==> src/rtl/bht_update_scheduler_pkg.sv <==
// Shared types and helpers for the branch history table update path.
// Latency: n/a (types, constants and a pure function only).
// Backpressure: n/a.
package bp_pkg;

    // Scheduler control states: clear sweep, wait for work, read-modify-write.
    typedef enum logic [1:0] {
        SWEEP  = 2'd0,
        IDLE   = 2'd1,
        UPDATE = 2'd2
    } bht_state_t;

    localparam int BP_IDX_W = 6;
    localparam int BP_PC_W  = 8;

    // Two-bit saturating counter encodings.
    localparam logic [1:0] CTR_SNT = 2'b00;  // strongly not taken
    localparam logic [1:0] CTR_WNT = 2'b01;  // weakly not taken
    localparam logic [1:0] CTR_WT  = 2'b10;  // weakly taken
    localparam logic [1:0] CTR_ST  = 2'b11;  // strongly taken

    // Next counter value: step toward the resolved outcome, saturating at the ends.
    function automatic logic [1:0] ctr_next(input logic [1:0] ctr, input logic taken);
        logic [1:0] nxt;
        nxt = ctr;
        if (taken) begin
            if (ctr != CTR_ST) nxt = ctr + 2'd1;
        end else begin
            if (ctr != CTR_SNT) nxt = ctr - 2'd1;
        end
        return nxt;
    endfunction

endpackage

==> src/rtl/bht_update_scheduler_if.sv <==
// Resolved-branch update handshake from decode into the BHT update scheduler.
// Latency: n/a (wiring only).
// Backpressure: valid/ready; an update transfers on a cycle where both are high.
interface bht_update_scheduler_if import bp_pkg::*; #(
    parameter int PC_W = BP_PC_W
);
    logic            upd_valid;
    logic            upd_ready;
    logic [PC_W-1:0] upd_pc;
    logic            upd_taken;

    // Producer side (decode).
    modport master (output upd_valid, output upd_pc, output upd_taken, input upd_ready);
    // Consumer side (scheduler).
    modport slave  (input upd_valid, input upd_pc, input upd_taken, output upd_ready);

endinterface

==> src/rtl/bht_upd_fifo.sv <==
// Small circular FIFO holding pending BHT updates, with occupancy count.
// Latency: push visible at the head one cycle later; head is read combinationally.
// Backpressure: push ignored when full, pop ignored when empty; caller gates with full.
module bht_upd_fifo import bp_pkg::*; #(
    parameter int DEPTH = 4,
    parameter int W     = 7
) (
    input  logic                     clk,
    input  logic                     reset,
    input  logic                     push,
    input  logic [W-1:0]             din,
    input  logic                     pop,
    output logic [W-1:0]             dout,
    output logic                     full,
    output logic                     empty,
    output logic [$clog2(DEPTH):0]   count
);
    localparam int AW = $clog2(DEPTH);
    localparam int CW = AW + 1;

    logic [W-1:0]  mem [DEPTH];
    logic [AW-1:0] wr_ptr;
    logic [AW-1:0] rd_ptr;
    logic          do_push;
    logic          do_pop;

    assign do_push = push && !full;
    assign do_pop  = pop && !empty;
    assign full    = (count == CW'(DEPTH));
    assign empty   = (count == '0);
    assign dout    = mem[rd_ptr];

    // Pointers wrap naturally because DEPTH is a power of two.
    always_ff @(posedge clk or negedge reset) begin
        if (!reset) begin
            wr_ptr <= '0;
            rd_ptr <= '0;
            count  <= '0;
        end else begin
            if (do_push) wr_ptr <= wr_ptr + AW'(1);
            if (do_pop)  rd_ptr <= rd_ptr + AW'(1);
            case ({do_push, do_pop})
                2'b10:   count <= count + CW'(1);
                2'b01:   count <= count - CW'(1);
                default: count <= count;
            endcase
        end
    end

    // Payload storage needs no reset; occupancy alone defines validity.
    always_ff @(posedge clk) begin
        if (do_push) mem[wr_ptr] <= din;
    end

endmodule

==> src/rtl/bht_update_scheduler.sv <==
// Clears the BHT after reset, then applies queued branch outcomes as 2-bit counter read-modify-writes.
// Latency: one update per 2 cycles (read cycle, then write cycle); first read the cycle after enqueue at the earliest.
// Backpressure: upd_ready low during the clear sweep or when the queue is full; reads yield to lookup_active. Optional BHT_UPD_STATS_EN adds upd_count.
module bht_update_scheduler import bp_pkg::*; #(
    parameter int DEPTH = 4,
    parameter int IDX_W = BP_IDX_W,
    parameter int PC_W  = BP_PC_W
) (
    input  logic                    clk,
    input  logic                    reset,
    bht_update_scheduler_if.slave   upd,
    input  logic                    lookup_active,
    output logic                    bht_re,
    output logic [IDX_W-1:0]        bht_raddr,
    input  logic [1:0]              bht_rdata,
    output logic                    bht_we,
    output logic [IDX_W-1:0]        bht_waddr,
    output logic [1:0]              bht_wdata,
    output logic                    busy,
    output logic [$clog2(DEPTH):0]  pending
`ifdef BHT_UPD_STATS_EN
    ,
    output logic [15:0]             upd_count
`endif
);
    typedef struct packed {
        logic             taken;
        logic [IDX_W-1:0] idx;
    } upd_entry_t;

    bht_state_t       state;
    bht_state_t       state_nxt;
    logic [IDX_W-1:0] sweep_idx;
    upd_entry_t       push_ent;
    upd_entry_t       head;
    logic             fifo_full;
    logic             fifo_empty;
    logic             fifo_push;
    logic             fifo_pop;

    // Only the low PC bits index the table; the rest is deliberately dropped.
    generate
        if (PC_W > IDX_W) begin : g_pc_hi
            logic unused_pc_hi;
            assign unused_pc_hi = ^upd.upd_pc[PC_W-1:IDX_W];
        end
    endgenerate

    assign push_ent.idx   = upd.upd_pc[IDX_W-1:0];
    assign push_ent.taken = upd.upd_taken;
    assign upd.upd_ready  = (state != SWEEP) && !fifo_full;
    assign fifo_push      = upd.upd_valid && upd.upd_ready;
    assign busy           = (state == SWEEP);

    bht_upd_fifo #(
        .DEPTH (DEPTH),
        .W     ($bits(upd_entry_t))
    ) u_fifo (
        .clk   (clk),
        .reset (reset),
        .push  (fifo_push),
        .din   (push_ent),
        .pop   (fifo_pop),
        .dout  (head),
        .full  (fifo_full),
        .empty (fifo_empty),
        .count (pending)
    );

    // State register.
    always_ff @(posedge clk or negedge reset) begin
        if (!reset) state <= SWEEP;
        else        state <= state_nxt;
    end

    // Sweep address advances once per clear write and restarts from 0 on every reset.
    always_ff @(posedge clk or negedge reset) begin
        if (!reset)              sweep_idx <= '0;
        else if (state == SWEEP) sweep_idx <= sweep_idx + IDX_W'(1);
    end

    // Next state and BHT port control.
    always_comb begin
        state_nxt = state;
        bht_re    = 1'b0;
        bht_raddr = head.idx;
        bht_we    = 1'b0;
        bht_waddr = sweep_idx;
        bht_wdata = CTR_SNT;
        fifo_pop  = 1'b0;
        case (state)
            SWEEP: begin
                // Held off while reset is asserted so the table sees no write until the first edge after release.
                bht_we    = reset;
                bht_waddr = sweep_idx;
                bht_wdata = CTR_SNT;
                if (sweep_idx == '1) state_nxt = IDLE;
            end
            IDLE: begin
                // Fetch owns the read port whenever it asks; updates simply wait.
                if (!fifo_empty && !lookup_active) begin
                    bht_re    = 1'b1;
                    bht_raddr = head.idx;
                    state_nxt = UPDATE;
                end
            end
            UPDATE: begin
                // Read data arrives now; head is unchanged since the read was issued.
                bht_we    = 1'b1;
                bht_waddr = head.idx;
                bht_wdata = ctr_next(bht_rdata, head.taken);
                fifo_pop  = 1'b1;
                state_nxt = IDLE;
            end
            default: state_nxt = SWEEP;
        endcase
    end

`ifdef BHT_UPD_STATS_EN
    // Count completed counter updates, sticking at the maximum.
    always_ff @(posedge clk or negedge reset) begin
        if (!reset) upd_count <= '0;
        else if (state == UPDATE && upd_count != 16'hFFFF) upd_count <= upd_count + 16'd1;
    end
`endif

endmodule

==> src/flat_wrapper.sv <==
// flat-port wrapper written by rule: the top's interface ports become plain ports
module bht_update_scheduler_flat import bp_pkg::*;
#(
    parameter int DEPTH = 4,
    parameter int IDX_W = BP_IDX_W,
    parameter int PC_W  = BP_PC_W
)
  (clk, reset, lookup_active, bht_re, bht_raddr, bht_rdata, bht_we, bht_waddr, bht_wdata, busy, pending, upd_upd_valid, upd_upd_pc, upd_upd_taken, upd_upd_ready);
  bht_update_scheduler_if #(.PC_W(PC_W)) upd_i ();
  input  logic clk;
  input  logic reset;
  input  logic lookup_active;
  output logic bht_re;
  output logic [IDX_W-1:0] bht_raddr;
  input  logic [1:0] bht_rdata;
  output logic bht_we;
  output logic [IDX_W-1:0] bht_waddr;
  output logic [1:0] bht_wdata;
  output logic busy;
  output logic [$clog2(DEPTH):0] pending;
  input wire logic [$bits(upd_i.upd_valid)-1:0] upd_upd_valid;
  input wire logic [$bits(upd_i.upd_pc)-1:0] upd_upd_pc;
  input wire logic [$bits(upd_i.upd_taken)-1:0] upd_upd_taken;
  output wire logic [$bits(upd_i.upd_ready)-1:0] upd_upd_ready;
  assign upd_i.upd_valid = upd_upd_valid;
  assign upd_i.upd_pc = upd_upd_pc;
  assign upd_i.upd_taken = upd_upd_taken;
  assign upd_upd_ready = upd_i.upd_ready;
  bht_update_scheduler #(.DEPTH(DEPTH), .IDX_W(IDX_W), .PC_W(PC_W)) u_core (.clk(clk), .reset(reset), .upd(upd_i), .lookup_active(lookup_active), .bht_re(bht_re), .bht_raddr(bht_raddr), .bht_rdata(bht_rdata), .bht_we(bht_we), .bht_waddr(bht_waddr), .bht_wdata(bht_wdata), .busy(busy), .pending(pending));
endmodule
==> config.mk <==
export PLATFORM = sky130hd
export DESIGN_NAME = bht_update_scheduler_flat
export DESIGN_NICKNAME = d
export VERILOG_FILES = /design/src/rtl/bht_update_scheduler_pkg.sv /design/src/rtl/bht_update_scheduler_if.sv /design/src/rtl/bht_upd_fifo.sv /design/src/rtl/bht_update_scheduler.sv /design/src/flat_wrapper.sv
export SDC_FILE = /design/constraint.sdc
export NUM_CORES = 1
export LEC_CHECK = 0
export CAP_MARGIN = 20
export CORE_MARGIN = 10
export CORE_UTILIZATION = 51
export DETAILED_ROUTE_END_ITERATION = 10
export PLACE_DENSITY = 0.89
export SYNTH_ARGS = -nofsm -noshare
export SYNTH_HDL_FRONTEND = slang
export SYNTH_HIERARCHICAL = 1
export SYNTH_SLANG_ARGS = --single-unit
export TNS_END_PERCENT = 10
==> constraint.sdc <==
create_clock -name clk -period 2.7 [get_ports clk]
set_input_delay 0.81 -clock clk [delete_from_list [all_inputs] [get_ports clk]]
set_output_delay 0.81 -clock clk [all_outputs]
set_load 0.05 [all_outputs]
-- Yosys cells after proc, flatten, opt, wreduce, memory -nomap -nowiden
Memories as Yosys holds them, arrays and structs flattened.
Index checks and enable logic that the tools add are counted.
- bits in registers: 15
- memory bits (writable): 28
- input bits: 15
- output and inout bits: 21
- logic and storage cells: 51
- memories kept: 1
- memories (memory ; words ; width ; read ports ; clocked after Yosys merged registers in ; wr ports ; RTL line ; RTL):
    u_core.u_fifo.mem ; 4 ; 7 ; 1 ; 0 ; 1 ; bht_upd_fifo.sv:21 ; logic [W-1:0] mem [DEPTH];
- $add $sub $neg: 7
- equality and inequality tests: 9
- muxes and demuxes: 15
- reduce and logical (&&, ||, !) cells: 14
- operator list (operator ; number):
    $mux W2 ; 6
    $add A2 B1 Y2 const B ; 3
    $add A6 B1 Y6 const B ; 1
    $eq A6 B6 Y1 const B ; 1
    $mux W6 ; 1
    $pmux W2 S3 ; 1
    $pmux W3 S2 ; 1
    $reduce_bool A2 Y1 ; 3
    $logic_and A1 B1 Y1 ; 5
    $mux W1 ; 5
    $eq A2 B1 Y1 const B ; 2
    $eq A2 B2 Y1 const B ; 2
    $ne A2 B1 Y1 const B ; 2
    $add A3 B1 Y3 const B ; 1
    $eq A3 B3 Y1 const B ; 1
    $logic_not A1 Y1 ; 3
    $logic_not A3 Y1 ; 1
    $sub A3 B1 Y3 const B ; 1
    $logic_not A2 Y1 ; 1
    $ne A2 B2 Y1 const B ; 1
    $pmux W1 S2 ; 1
    $reduce_and A2 Y1 ; 1
    $sub A2 B1 Y2 const B ; 1

-- Depth between registers and ports, before layout
- depth in word-level cells: 7
- depth in mapped cells: 11

-- By module
The synthesis kept the hierarchy.
- by module, submodules not included (module ; times used ; cells each ; area an instance (sq um) ; seq. area each (sq um)):
    bht_upd_fifo ; 1 ; 74 ; 1450.1 ; 1016.0
    bht_update_scheduler ; 1 ; 56 ; 478.0 ; 200.2

-- Least setup slack after synthesis
No wires, ideal clock.
- path type: register -> output
- from: reg u_core.u_fifo.count[0]
- to: out bht_re
- data arrival time: 2.551 ns
- data required time: 1.890 ns
- path slack: -0.661 ns
- stages on the path, launching flop included: 3
- buffers on the path: 0
- path through: dfrtp_1 -> nor3_1 -> nor4b_1
- longest elaborated chain between the ends: 5
- RTL lines (element ; RTL line ; RTL):
    start, declared ; bht_upd_fifo.sv:16 ; output logic [$clog2(DEPTH):0] count
    start signal, assigned ; bht_upd_fifo.sv:43 ; 2'b10: count <= count + CW'(1);
    start signal, assigned ; bht_upd_fifo.sv:44 ; 2'b01: count <= count - CW'(1);
    start signal, assigned ; bht_upd_fifo.sv:45 ; default: count <= count;
    $logic_not A3 Y1 ; bht_upd_fifo.sv:30 ; assign empty = (count == '0);
    named net u_core.fifo_empty ; bht_update_scheduler.sv:37 ; logic fifo_empty;
    $logic_not A1 Y1 ; bht_update_scheduler.sv:101 ; if (!fifo_empty && !lookup_active) begin
    $logic_and A1 B1 Y1 ; bht_update_scheduler.sv:101 ;
    $mux W1 ; bht_update_scheduler.sv:101 ;
    $mux W1 ; bht_update_scheduler.sv:91 ; case (state)
    end, declared ; flat_wrapper.sv:13 ; output logic bht_re;
The timed path passes the listed nets, and every way through them passes these cells.

-- Final worst setup path
- from: in lookup_active
- to: out bht_re
- longest elaborated chain between the ends: 4
- RTL lines (element ; RTL line ; RTL):
    start, declared ; flat_wrapper.sv:12 ; input logic lookup_active;
    $logic_not A1 Y1 ; bht_update_scheduler.sv:101 ;
    $logic_and A1 B1 Y1 ; bht_update_scheduler.sv:101 ;
    $mux W1 ; bht_update_scheduler.sv:101 ;
    $mux W1 ; bht_update_scheduler.sv:91 ;
Every way passes these cells.

==> results.md <==
* Max-cap violations at 0
* Clk slew on worst S/H paths at 0.07 ns
* Worst EP required at 1.89 ns
* Rows at 22
* First-pass detailed-route iteration total at 4
* Crit path largest cell delay at 0.45 ns
* Synth Flop Type: edfxtp_1
* First-pass GRT wire length at 6.08 mm
* Max clock buf depth at 2
* Final hold slack at 0.532 ns
* DIE HEIGHT at 81.5 um
* Antenna cells at 0
* #FFs+latches synth at 43
* Number of global-route vias before repair at 1,237
* TNS Setup at 0 ns
* H-tree levels at 2
* Worst skew pair latency at 0.29 ns
* Max-slew violations at 0
* Antenna Violating Nets Remaining at 0
* Initial antenna violation count at 0
* Post-synthesis sequential area ratio at 0.631
* RePlAce Congestion at 0.727
* Worst hold path type: flop to flop
* Slowest stage cell, crit path: clkdlybuf4s50_1
* Vias per cell at 5.26
* Post-synth top area share at 0.436
* Placed Cells at 210
* CP endpoint kind: primary output
* Crit Path Category: input port to primary output
* Synth Instances at 130
* Synth cell types at 33
* Largest net degree at the start of global routing at 16
* Die X at 81.5 um
* Outcome: complete, no violations
* Final worst path period share at 0.975
* Routed WL at 3.69 mm
* Worst Tran Pin Value at 0.507 ns
* Crit-path cells: clkdlybuf4s50_1, nor4b_2, buf_12
* CTS Hold Buffers Added at 0
* Relative slew slack at 0.661
* DRT iter0 DRCs at 50
* Fraction of layout cells with a size suffix above 1 at 0.303
* Final hold vios at 0
* # setup viols final at 0
* Fmax at 0.380 GHz
* Synth Area per Inst at 14.8 um^2
* Ys Warns at 6
* Detailed placer's ending HPWL at 2.77 mm
* Via count at 1,174
* Worst-path fanout max at 3
* Largest cells by area after synthesis: edfxtp_1 44%, dfrtp_1 19%, mux4_2 8.2%, nand2_1 4.1%, ha_1 3.9%
* Post-Route Utilization at 0.670
* Setup Skew at 0.00283 ns
* Synth area leader: edfxtp_1
* CTS Buf Count at 5
* Area grow syn2layout at 27.2%
* Min Tclk post-route at 2.63 ns
* Clock tree from TritonCTS: yes
* Startpoint types: input port
* WL/cell at 16.5 um
* Async SR Flop Fraction at 0.349
* Sink Count at 43
* Congestion Overflow GR at 0
* Total GRT Usage at 0.120
* DR DRC count at 0
* Port buffer count at 33
* Die ar. at 0.00664 mm^2
* I/O pin count at 36
* Root Buffer: clkbuf_8
* Post-synth EDFFs at 28
* CORE AREA at 0.00366 mm^2
* Mapped cell area at 0.00193 mm^2
* Arrival time at the worst endpoint at 1.82 ns
* Initial Util at 0.527
* Post-route insts no fill at 223
* Mapped Nets at 152
* Final nets at 196
[sequential cells by signal (all words and copies together), names as in the netlist]
signal	count
u_core/state	2
u_core/sweep_idx	6
u_core/u_fifo/wr_ptr	2
u_core/u_fifo/mem	28
u_core/u_fifo/count	3
u_core/u_fifo/rd_ptr	2
[worst paths after layout]
kind,startpoint,to,slack (ns),cells after the start
worst max-delay path,lookup_active,bht_re,0.07,3
worst min-delay path,u_core/sweep_idx[5],u_core/sweep_idx[5],0.53,1
worst max register to register,u_core/state[0],u_core/u_fifo/count[2],0.39,9
worst min register to register,u_core/sweep_idx[5],u_core/sweep_idx[5],0.53,1
max in group asynchronous,reset,u_core/u_fifo/rd_ptr[0],1.63,2
min in group asynchronous,reset,u_core/sweep_idx[5],0.88,2
[cell families after synthesis]
logic type | synth area share
compound gates | 0.0247
mux | 0.101
buf+inv | 0.0240
simple gates | 0.121
flops | 0.631
xor+xnor | 0.0500
fa+ha+maj | 0.0493
[final cells by class]
class / count / area (um^2)
fillers: 270 / 1210
well taps: 48 / 60.1
clock inverters: 2 / 12.5
repair buffers: 40 / 388
inverters: 7 / 26.3
flip-flops and latches: 43 / 1220
clock buffers: 6 / 72.6
multi-input cells: 77 / 676
[through the flow]
| step | setup slack (ns) | cell area [um^2] |
|---|---|---|
| after floorplan | -0.224 | 1930 |
| after global placement | 0.0708 | 2320 |
| after detailed placement | 0.0513 | 2320 |
| after CTS | 0.0122 | 2410 |
| after global routing | -0.0129 | 2450 |
| final | 0.0663 | 2450 |
[synth_stat cells, types with 3 or more instances]
| cell | number |
|---|---|
| and2_2 | 4 |
| dfrtp_1 | 15 |
| edfxtp_1 | 28 |
| inv_1 | 6 |
| xnor2_1 | 7 |
| nor2_1 | 4 |
| xor2_1 | 4 |
| mux4_2 | 7 |
| ha_1 | 6 |
| nand4_1 | 3 |
| nand2_1 | 21 |
[worst max-delay path: cells and delay by family]
kind	cells	cell delay (ns)
buffers and inverters	2	0.63
AND/OR/NAND/NOR	1	0.38
[layer usage]
metal / vias to the layer above / GRT usage / part of all wire
li1: 554 / - / -
met3: 7 / 0.0557 / 0.082
met5: - / 0 / 0
met4: 0 / 0.0467 / 0.018
met1: 578 / 0.133 / 0.41
met2: 35 / 0.198 / 0.49
[cells in the final DEF, fill, tap and decap left out, types with 2 or more instances in the layout]
| cell | count |
|---|---|
| and2_2 | 4 |
| buf_12 | 4 |
| buf_4 | 21 |
| clkbuf_8 | 5 |
| clkdlybuf4s50_1 | 15 |
| dfrtp_1 | 14 |
| edfxtp_1 | 28 |
| ha_1 | 6 |
| inv_1 | 6 |
| mux4_2 | 7 |
| nand2_1 | 21 |
| nand4_1 | 3 |
| nor2_1 | 4 |
| o21bai_1 | 2 |
| xnor2_1 | 7 |
| xor2_1 | 4 |
[what timing repair did]
item	in CTS	in global routing
endpoints found under the hold margin	0	0
gates resized for setup	1	1
setup endpoints to repair	7	4
pin swaps	0	1
setup buffers	0	5
Power is not shown: default switching activity piles up to over one toggle a cycle in this logic, so the estimate is an artifact.
